--- src/rtl/div8_stream_ctrl.sv ---
// Streaming valid/ready shell around the 8-bit combinational array divider: operand register
// feeding the divider, result FIFO draining it. Optional dbz flag path: DIV8_DBZ_FLAG_EN.
module div8_stream_ctrl #(
   parameter int RES_DEPTH = 2
) (
   input  logic                         clk,
   input  logic                         rst,
   input  logic                         in_valid,
   output logic                         in_ready,
   input  logic [7:0]                   in_dividend,
   input  logic [7:0]                   in_divisor,
   output logic [7:0]                   div_sbc,
   output logic [7:0]                   div_sc,
   input  logic [7:0]                   div_q,
   input  logic [7:0]                   div_r,
   output logic                         out_valid,
   input  logic                         out_ready,
   output logic [7:0]                   out_q,
   output logic [7:0]                   out_r,
   output logic                         out_dbz,
   output logic [$clog2(RES_DEPTH):0]   occupancy
);

   localparam int PW = $clog2(RES_DEPTH);
   localparam int OW = PW + 1;

   logic          a_valid_r;
   logic [PW-1:0] rd_ptr_r;
   logic [PW-1:0] wr_ptr_r;
   logic [OW-1:0] occ_r;
   logic [7:0]    mem_q_r [RES_DEPTH];
   logic [7:0]    mem_r_r [RES_DEPTH];
   logic          push_in_s;
   logic          pop_s;
   logic          a_move_s;

   // Handshake decode; a full FIFO still accepts A when its head leaves this cycle
   always_comb begin
      pop_s     = (occ_r != {OW{1'b0}}) & out_ready;
      a_move_s  = a_valid_r & ((occ_r < OW'(RES_DEPTH)) | pop_s);
      in_ready  = ~a_valid_r | a_move_s;
      push_in_s = in_valid & in_ready;
      out_valid = (occ_r != {OW{1'b0}});
      occupancy = occ_r;
   end

   // Operand stage A: holds divider inputs steady until the result is captured
   always_ff @(posedge clk) begin
      if (rst) begin
         a_valid_r <= 1'b0;
         div_sbc   <= 8'h00;
         div_sc    <= 8'h00;
      end else if (push_in_s) begin
         a_valid_r <= 1'b1;
         div_sbc   <= in_dividend;
         div_sc    <= in_divisor;
      end else if (a_move_s) begin
         a_valid_r <= 1'b0;
      end else begin
         a_valid_r <= a_valid_r;
      end
   end

   // FIFO pointers and occupancy
   always_ff @(posedge clk) begin
      if (rst) begin
         rd_ptr_r <= {PW{1'b0}};
         wr_ptr_r <= {PW{1'b0}};
         occ_r    <= {OW{1'b0}};
      end else begin
         if (a_move_s) begin
            wr_ptr_r <= wr_ptr_r + PW'(1);
         end
         if (pop_s) begin
            rd_ptr_r <= rd_ptr_r + PW'(1);
         end
         case ({a_move_s, pop_s})
            2'b10:   occ_r <= occ_r + OW'(1);
            2'b01:   occ_r <= occ_r - OW'(1);
            default: occ_r <= occ_r;
         endcase
      end
   end

   // Result storage, contents are don't-care until written
   always_ff @(posedge clk) begin
      if (a_move_s) begin
         mem_q_r[wr_ptr_r] <= div_q;
         mem_r_r[wr_ptr_r] <= div_r;
      end
   end

`ifdef DIV8_DBZ_FLAG_EN
   logic a_dbz_r;
   logic mem_dbz_r [RES_DEPTH];

   // Divide-by-zero flag follows the operands through A and the FIFO
   always_ff @(posedge clk) begin
      if (rst) begin
         a_dbz_r <= 1'b0;
      end else if (push_in_s) begin
         a_dbz_r <= (in_divisor == 8'h00);
      end else begin
         a_dbz_r <= a_dbz_r;
      end
      if (a_move_s) begin
         mem_dbz_r[wr_ptr_r] <= a_dbz_r;
      end
   end
`endif

   // Head presentation, forced to zero while empty
   always_comb begin
      out_q   = 8'h00;
      out_r   = 8'h00;
      out_dbz = 1'b0;
      if (out_valid) begin
         out_q = mem_q_r[rd_ptr_r];
         out_r = mem_r_r[rd_ptr_r];
`ifdef DIV8_DBZ_FLAG_EN
         out_dbz = mem_dbz_r[rd_ptr_r];
`else
         out_dbz = 1'b0;
`endif
      end else begin
         out_q   = 8'h00;
         out_r   = 8'h00;
         out_dbz = 1'b0;
      end
   end

endmodule
--- config.mk ---
export PLATFORM = sky130hd
export DESIGN_NAME = div8_stream_ctrl
export DESIGN_NICKNAME = d
export VERILOG_FILES = /design/src/rtl/div8_stream_ctrl.sv
export SDC_FILE = /design/constraint.sdc
export NUM_CORES = 1
export LEC_CHECK = 0
export ABC_AREA = 1
export CAP_MARGIN = 20
export CORE_ASPECT_RATIO = 1.4
export CORE_MARGIN = 2
export CORE_UTILIZATION = 35
export DETAILED_ROUTE_END_ITERATION = 10
export GPL_ROUTABILITY_DRIVEN = 0
export PLACE_DENSITY = 0.61
export SYNTH_ARGS = -nofsm -noshare
export SYNTH_HDL_FRONTEND = slang
export SYNTH_SLANG_ARGS = --single-unit
--- constraint.sdc ---
create_clock -name clk -period 2.5 [get_ports clk]
set_input_delay 0.75 -clock clk [delete_from_list [all_inputs] [get_ports clk]]
set_output_delay 0.75 -clock clk [all_outputs]
set_load 0.02 [all_outputs]
Word level (Yosys, flattened, before mapping)
Memories as Yosys holds them, arrays and structs flattened. A register that Yosys moved wholly into a read port is not among the register bits.
Cells that the tools add are included.
{"block": "word_totals", "output_inout_bits": 37, "register_bits": 21, "mem_count": 2, "ramBits": 32, "wordCells": 35, "in_bits": 36}
{"name": "mem_q_r", "words": 2, "word_bits": 8, "rd": 1, "rd_clocked_by_memory_dff": 1, "write_ports": 1, "line_no": "31", "text": "logic [7:0] mem_q_r [RES_DEPTH];"}
{"name": "mem_r_r", "words": 2, "word_bits": 8, "rd": 1, "rd_clocked_by_memory_dff": 1, "write_ports": 1, "line_no": "32", "text": "logic [7:0] mem_r_r [RES_DEPTH];"}
{"block": "classes", "muxes": 11, "reduce_logical": 3, "bitwise": 6, "n_eq_ne": 2, "n_lt_le_gt_ge": 1, "n_addsub": 4}
{"operator": "8-bit two-way mux", "n": 2}
{"operator": "1-bit two-way mux", "n": 8}
{"operator": "2-bit nonzero test", "n": 3}
{"operator": "2-bit case mux with 2 select lines", "n": 1}
{"operator": "1-bit AND", "n": 3}
{"operator": "1-bit adder, second input constant", "n": 2}
{"operator": "2-bit by 1-bit adder with 2-bit output, second input constant", "n": 1}
{"operator": "2-bit by 1-bit == test with 1-bit output, second input constant", "n": 1}
{"operator": "2-bit == test, second input constant", "n": 1}
{"operator": "2-bit less-than comparator, second input constant", "n": 1}
{"operator": "1-bit OR", "n": 2}
{"operator": "2-bit by 1-bit subtractor with 2-bit output, second input constant", "n": 1}
{"operator": "1-bit inverter", "n": 1}

Logic depth before layout (Yosys ltp)
Gate-level depths: netlist (run 1).
{"block": "depth", "depth_word": 7, "ltp_mapped": 9, "ltp_nobuf": 9}

Worst setup path before layout (run 1)
Ideal clock, no wire load.
{"block": "synth_timing", "path_type": "input -> register", "from": "input port out_ready", "to": "memory mem_q_r[0][0], enable pin", "required_time_ns": 2.112, "setup_time_ns": 0.388, "arrival_ns": 1.680, "cell_stages": 4, "path_buffers": 0, "slack_ns": 0.432, "cell_sequence": "o21ai_2 nand2_1 nand2_1 nor2_1"}
{"block": "synth_between", "elab_chain_len": 5}
{"element": "start, declared", "line_no": "17", "text": "input logic out_ready,"}
{"element": "1-bit AND", "line_no": "39", "text": "pop_s = (occ_r != {OW{1'b0}}) & out_ready;"}
{"element": "1-bit OR", "line_no": "40", "text": "a_move_s = a_valid_r & ((occ_r < OW'(RES_DEPTH)) | pop_s);"}
{"element": "1-bit AND", "line_no": "40"}
{"element": "1-bit two-way mux", "line_no": "87", "text": "if (a_move_s) begin"}
{"element": "1-bit two-way mux (implied by the code)", "line_no": "88", "text": "mem_q_r[wr_ptr_r] <= div_q;"}
{"element": "end, declared", "line_no": "31"}
No other way between the ends.

Final worst setup path (run 1)
{"block": "layout_timing", "from": "register occ_r[1], in the netlist occupancy[1]", "to": "output port out_valid"}
{"block": "layout_between", "elab_chain_len": 1}
{"element": "start, declared", "line_no": "30", "text": "logic [OW-1:0] occ_r;"}
{"element": "start signal, assigned", "line_no": "69", "text": "occ_r <= {OW{1'b0}};"}
{"element": "start signal, assigned", "line_no": "78", "text": "2'b10: occ_r <= occ_r + OW'(1);"}
{"element": "start signal, assigned", "line_no": "79", "text": "2'b01: occ_r <= occ_r - OW'(1);"}
{"element": "2-bit nonzero test", "line_no": "43", "text": "out_valid = (occ_r != {OW{1'b0}});"}
{"element": "end, declared", "line_no": "16", "text": "output logic out_valid,"}
No other way between the ends.

==> results of run 1 <==
==> flip-flops by register name, summed over array words and instances, names as in the netlist, named ones only <==
name       flops
rd_ptr_r       1
a_valid_r      1
div_sbc        8
wr_ptr_r       1
div_sc         8
occupancy      2
mem_r_r       16
mem_q_r       16
==> synth_stat cells, drive strengths merged, types with 3 or more instances <==
| library cell | n |
|---|---|
| nand2 | 53 |
| a21oi | 37 |
| edfxtp | 32 |
| dfxtp | 22 |
| inv | 22 |
| nor2 | 22 |
| nand3 | 18 |
| buf | 8 |
| clkbuf | 5 |
| o21ai | 3 |
==> layout make-up <==
class                   count  share of cell area
well taps                  70              0.0285
inverters                  23              0.0281
clock inverters             2             0.00488
repair buffers             79               0.261
clock buffers               6              0.0236
multi-input cells         136               0.197
flip-flops and latches     54               0.457
==> metal layers <==
layer / share of wire / routed length (microns)
met1: 0.40 / 1790
met2: 0.50 / 2220
met3: 0.085 / 381
met4: 0.014 / 61
met5: 0 / 0
==> power by group through the flow <==
stage | logic (W) | registers (W) | clock network (W)
6_report | 0.000861 | 0.00108 | 0.000473
5_1_grt | 0.000952 | 0.00109 | 0.000521
4_1_cts | 0.000893 | 0.00108 | 0.000496
3_5_place_dp | 0.000908 | 0.00110 | 0
3_3_place_gp | 0.000901 | 0.00109 | 0
2_1_floorplan | 0.000441 | 0.00113 | 0
==> logic make-up after synthesis <==
family | after synthesis | share of synthesized area
other | 1 | 0.00173
AO/OA/AOI/OAI | 40 | 0.0941
adder cells (fa/ha/maj) | 1 | 0.00577
flip-flops | 54 | 0.646
XOR/XNOR | 1 | 0.00404
buffers and inverters | 36 | 0.0744
AND/OR/NAND/NOR | 93 | 0.174
==> final timing paths <==
path / start / slack, ps / endpoint / cells past startpoint
max: occupancy[1] / 140 / out_valid / 4
min reg2reg: rd_ptr_r / 460 / flop / 1
min: rd_ptr_r / 460 / flop / 1
max reg2reg: occupancy[1] / 1010 / occupancy[1] / 8
==> what timing repair did <==
action,CTS,global route
endpoints found under the hold margin,0,0
resized for setup,8,13
setup endpoints to repair,17,13
==> metrics by stage <==
step / setup WS [ps] / cells / utilization / area (sq um)
after floorplan: 432 / 226 / - / 2170
after global placement: -283 / 362 / 0.502 / 2960
after detailed placement: -280 / 362 / 0.502 / 2960
after CTS: 15.5 / 370 / 0.516 / 3050
after global routing: 57.5 / 370 / 0.521 / 3070
final: 138 / 370 / 0.521 / 3070
==> flow_metrics.env, run 1 <==
export IMPL_cts_reportedPaths_clkPinSlew_ps=90
export IMPL_cp_cell_sequence="nor2_1 > buf_4 > inv_1 > clkdlybuf4s50_1"
export IMPL_layout_area_seq_sq_um=1400
export IMPL_grt_use_met3=0.0519
export IMPL_synthTopCellsByArea="edfxtp_1, dfxtp_1, nand2_1"
export IMPL_remaining_drc_errors=0
export IMPL_portion_of_the_clock_cycle_consumed_by_the_worst_path_in_the_final_layout=0.945
export IMPL_use_met1=0.151
export IMPL_sw_frac_of_total=0.335
export IMPL_routed_via_density=4.60
export IMPL_mean_cell_area_of_the_mapped_netlist_sq_um=9.59
export IMPL_slowest_stage="clkdlybuf4s50_1"
export IMPL_result_of_the_run="complete, no violations"
export IMPL_hold_path_class="reg2reg"
export IMPL_synth_largest_area_cell="edfxtp_1"
export IMPL_total_power_w=0.00241
export IMPL_cts_buffer_depth=2
export IMPL_max_vdd_ir_drop_uv=452
export IMPL_ratio_of_cells_with_drive_above_1_in_the_final_layout=0.0667
export IMPL_busiest_layer="met2"
export IMPL_power_switching_w=0.000808
export IMPL_via_count=1703
export IMPL_syn_inst=226
export IMPL_antenna_cells_inserted=0
export IMPL_holdWs_ps=462
export IMPL_gr_total_overflow=0
export IMPL_cell_internal_pwr_w=0.00160
export IMPL_global_route_wire_length_before_repair_microns=7560
export IMPL_postCtsSetupBuffers=0
export IMPL_power_density_nw_per_um2=784
export IMPL_area_growth_syn_to_layout_pct=41.8
export IMPL_setup_viol_count_final=0
export IMPL_detail_route_wl_per_cell_microns=12.1
export IMPL_cts_htree_levels=2
export IMPL_rsz0062_at_grt="no"
export IMPL_numClockSinks=54
export IMPL_clock_skew_final_ps=10.3
export IMPL_layout_min_cycle_time_ps=2360
export IMPL_clkPwrFrac=0.196
export IMPL_ys_flop_type="edfxtp_1"
export IMPL_worst_skew_pair_late_latency_ps=300
export IMPL_share_of_synthesized_flip_flops_with_an_asynchronous_set_or_reset=0
export IMPL_gr_usage_all_layers=0.137
export IMPL_commonest_cells_after_routing_fill_and_taps_aside="clkdlybuf4s50_1, nand2_1, a21oi_1"
export IMPL_antenna_violations_before_repair=0
export IMPL_slew_violations=0
export IMPL_rows=33
export IMPL_root_buffer="clkbuf_8"
export IMPL_cpLargestDelayFamily="buffers and inverters"
export IMPL_yosys_warnings=0
export IMPL_pin_count_of_the_biggest_net_entering_global_routing=34
export IMPL_critPathBufInv=3
export IMPL_initial_core_utilization=0.367
export IMPL_clock_fmax_mhz=423
export IMPL_synth_largest_type_area_fraction=0.443
export IMPL_synth_lib_cells_used_distinct=19
export IMPL_drt_initial_drc_count=71
export IMPL_max_cap_violations=0
export IMPL_drt_first_pass_iters=4
export IMPL_critPathCaptureType="output pin"
export IMPL_overall_die_area_sq_um=6850
export IMPL_leakage_power_of_the_design_nw=1.44
export IMPL_worst_path_largest_cell_delay_ps=590
export IMPL_first_global_vias=1657
export IMPL_combPwrFrac=0.357
export IMPL_synth_sequential_area_ratio=0.646
export IMPL_tritoncts_num_buffers=5
export IMPL_global_route_usage_met2=0.240
export IMPL_nets=336
export IMPL_detail_route_wirelength_microns=4460
export IMPL_cts_tree="yes"
export IMPL_place_hpwl_microns=3050
export IMPL_finalHoldViolations=0
export IMPL_setup_tns_ps=0
export IMPL_syn_nets=263
export IMPL_port_buffers=71
export IMPL_synth_ff_latch_count=54
export IMPL_post_synth_instance_area_sq_um=2170
export IMPL_launching_element_type_of_the_critical_path="flop"
export IMPL_antenna_violating_nets_post_route=0
export IMPL_core_area_sq_um=5900
export IMPL_io_pins=73
export IMPL_synth_edf_count=32
export IMPL_required_ps=1750
export IMPL_multiInputGateArea_sq_um=606
export IMPL_die_w_microns=70.5
export IMPL_num_fill_cells=592
export IMPL_arrival_ps=1610
export IMPL_critical_path_peak_fanout=17
export IMPL_floorplan_die_height_microns=97.1
export IMPL_timing_worst_setup_path_type="reg2out"
export IMPL_hold_buffers=0
export IMPL_layout_cells_most_common="clkdlybuf4s50_1"
export IMPL_sequential_cell_fraction_of_total_power=0.447
Note: power is estimated with default switching activity, not from simulation.
==> run 2: changes to the inputs <==
CTS_CLUSTER_SIZE = 25   (was unset)
clock period = 2.9 ns   (was 2.5 ns; I/O delays follow)
==> run 2 against run 1 <==
Routed wire length decreased by 2.5%. Clock power increased by 3%. Total power decreased by 9.8%. Combinational power decreased by 12%. Core utilization decreased by 0.30 points. Hold slack got worse by 3.8 ps.
==> flow_metrics.env, run 2 (same netlist as run 1, synthesis figures left out) <==
export IMPL_result_of_the_run="complete, no violations"
export IMPL_ratio_of_cells_with_drive_above_1_in_the_final_layout=0.0569
export IMPL_postCtsSetupBuffers=0
export IMPL_drt_initial_drc_count=81
export IMPL_die_w_microns=70.5
export IMPL_placed_area_sq_um=2940
export IMPL_place_hpwl_microns=3040
export IMPL_layout_min_cycle_time_ps=2740
export IMPL_root_buffer="clkbuf_8"
export IMPL_nets=335
export IMPL_tritoncts_num_buffers=5
export IMPL_port_buffers=71
export IMPL_arrival_ps=1870
export IMPL_cp_cell_sequence="clkdlybuf4s50_1 > o21ai_2 > nand3_2 > dlygate4sd2_1"
export IMPL_layout_area_seq_sq_um=1400
export IMPL_io_pins=73
export IMPL_rows=33
export IMPL_clock_skew_final_ps=6.85
export IMPL_portion_of_the_clock_cycle_consumed_by_the_worst_path_in_the_final_layout=0.945
export IMPL_first_global_vias=1633
export IMPL_floorplan_die_height_microns=97.1
export IMPL_antenna_violating_nets_post_route=0
export IMPL_multiInputGateArea_sq_um=606
export IMPL_leakage_power_of_the_design_nw=1.23
export IMPL_slowest_stage="clkdlybuf4s50_1"
export IMPL_timing_worst_setup_path_type="in2out"
export IMPL_gr_total_overflow=0
export IMPL_launching_element_type_of_the_critical_path="primary input"
export IMPL_total_power_w=0.00217
export IMPL_setup_viol_count_final=0
export IMPL_detail_route_wl_per_cell_microns=11.8
export IMPL_finalNonFillerCells=369
export IMPL_numClockSinks=54
export IMPL_required_ps=2030
export IMPL_max_cap_violations=0
export IMPL_routed_via_density=4.62
export IMPL_detail_route_wirelength_microns=4350
export IMPL_num_fill_cells=574
export IMPL_hold_buffers=0
export IMPL_critical_path_peak_fanout=3
export IMPL_place_ws_ps=-119
export IMPL_remaining_drc_errors=0
export IMPL_worst_skew_pair_late_latency_ps=300
export IMPL_final_core_utilization=0.518
export IMPL_rsz0062_at_grt="no"
export IMPL_clock_fmax_mhz=365
export IMPL_commonest_cells_after_routing_fill_and_taps_aside="clkdlybuf4s50_1, nand2_1, a21oi_1"
export IMPL_gr_usage_all_layers=0.135
export IMPL_cts_htree_levels=2
export IMPL_pin_count_of_the_biggest_net_entering_global_routing=34
export IMPL_power_density_nw_per_um2=711
export IMPL_cts_buffer_depth=2
export IMPL_initial_core_utilization=0.367
export IMPL_drt_first_pass_iters=4
export IMPL_antenna_cells_inserted=0
export IMPL_cts_tree="yes"
export IMPL_hold_path_class="reg2reg"
export IMPL_cts_reportedPaths_clkPinSlew_ps=90
export IMPL_via_count=1704
export IMPL_layout_cells_most_common="clkdlybuf4s50_1"
export IMPL_postLayoutCellArea_sq_um=3060
export IMPL_global_route_wire_length_before_repair_microns=7460
export IMPL_antenna_violations_before_repair=0
export IMPL_overall_die_area_sq_um=6850
export IMPL_post_place_cells=361
export IMPL_area_growth_syn_to_layout_pct=41.0
export IMPL_critPathCaptureType="output pin"
export IMPL_worst_path_largest_cell_delay_ps=470
export IMPL_slew_violations=0
export IMPL_core_area_sq_um=5900
export IMPL_max_vdd_ir_drop_uv=377
export IMPL_finalHoldViolations=0
export IMPL_final_setup_worst_slack_ps=161
export IMPL_top_flop_regs="mem_q_r (16), mem_r_r (16)"
-- run 2: changes by cell type in the layout (fill, tap and decap cells not counted), moves of 2 or more --
cell	before	now
dlygate4sd2_1	4	1
dfxtp_1	20	22
dfxtp_2	2	0
clkdlybuf4s50_1	54	70
dlymetal6s2s_1	12	0
-- run 2: final cells by class --
type	instances	share of cell area
flip-flops and latches	54	0.458
repair buffers	78	0.249
multi-input cells	136	0.198
inverters	23	0.0295
well taps	70	0.0287
clock buffers	6	0.0237
clock inverters	2	0.0123
-- run 2: critical path, delay by kind of cell --
family	cells	cell delay, ps
AND/OR/NAND/NOR	1	90
AO/OA/AOI/OAI	1	80
buffers and inverters	2	830
-- run 2: metrics by stage --
step                      setup TNS [ps]  hold slack (ps)
after detailed placement            -119              442
after CTS                              0              455
after global routing                   0              469
final                                  0              458
after global placement              -123              437
after floorplan                        0              426
-- run 2: power breakdown --
group | internal (W) | leakage (nW) | switching, W | total, W
combinational | 0.000341 | 0.700 | 0.000420 | 0.000760
clock | 0.000258 | 0.0514 | 0.000228 | 0.000486
sequential | 0.000886 | 0.476 | 0.0000420 | 0.000928
-- run 2: worst paths after layout --
kind	from	endpoint	slack, ps	cells past startpoint
max	out_ready	in_ready	160	4
min	rd_ptr_r	flop	460	1
max reg2reg	occupancy[1]	occupancy[1]	1310	8
min reg2reg	rd_ptr_r	flop	460	1
-- run 2: metal layers --
metal | up-vias | routed length, microns | GRT usage
met5 | - | 0 | 0
li1 | 880 | - | -
met2 | 57 | 2180 | 0.235
met1 | 762 | 1760 | 0.150
met3 | 5 | 345 | 0.0488
met4 | 0 | 65 | 0.0444
-- run 2: what timing repair did --
action	CTS	global route
gates resized for setup	1	1
hold endpoints to repair	0	0
setup endpoints to repair	1	8
gates cloned	0	0
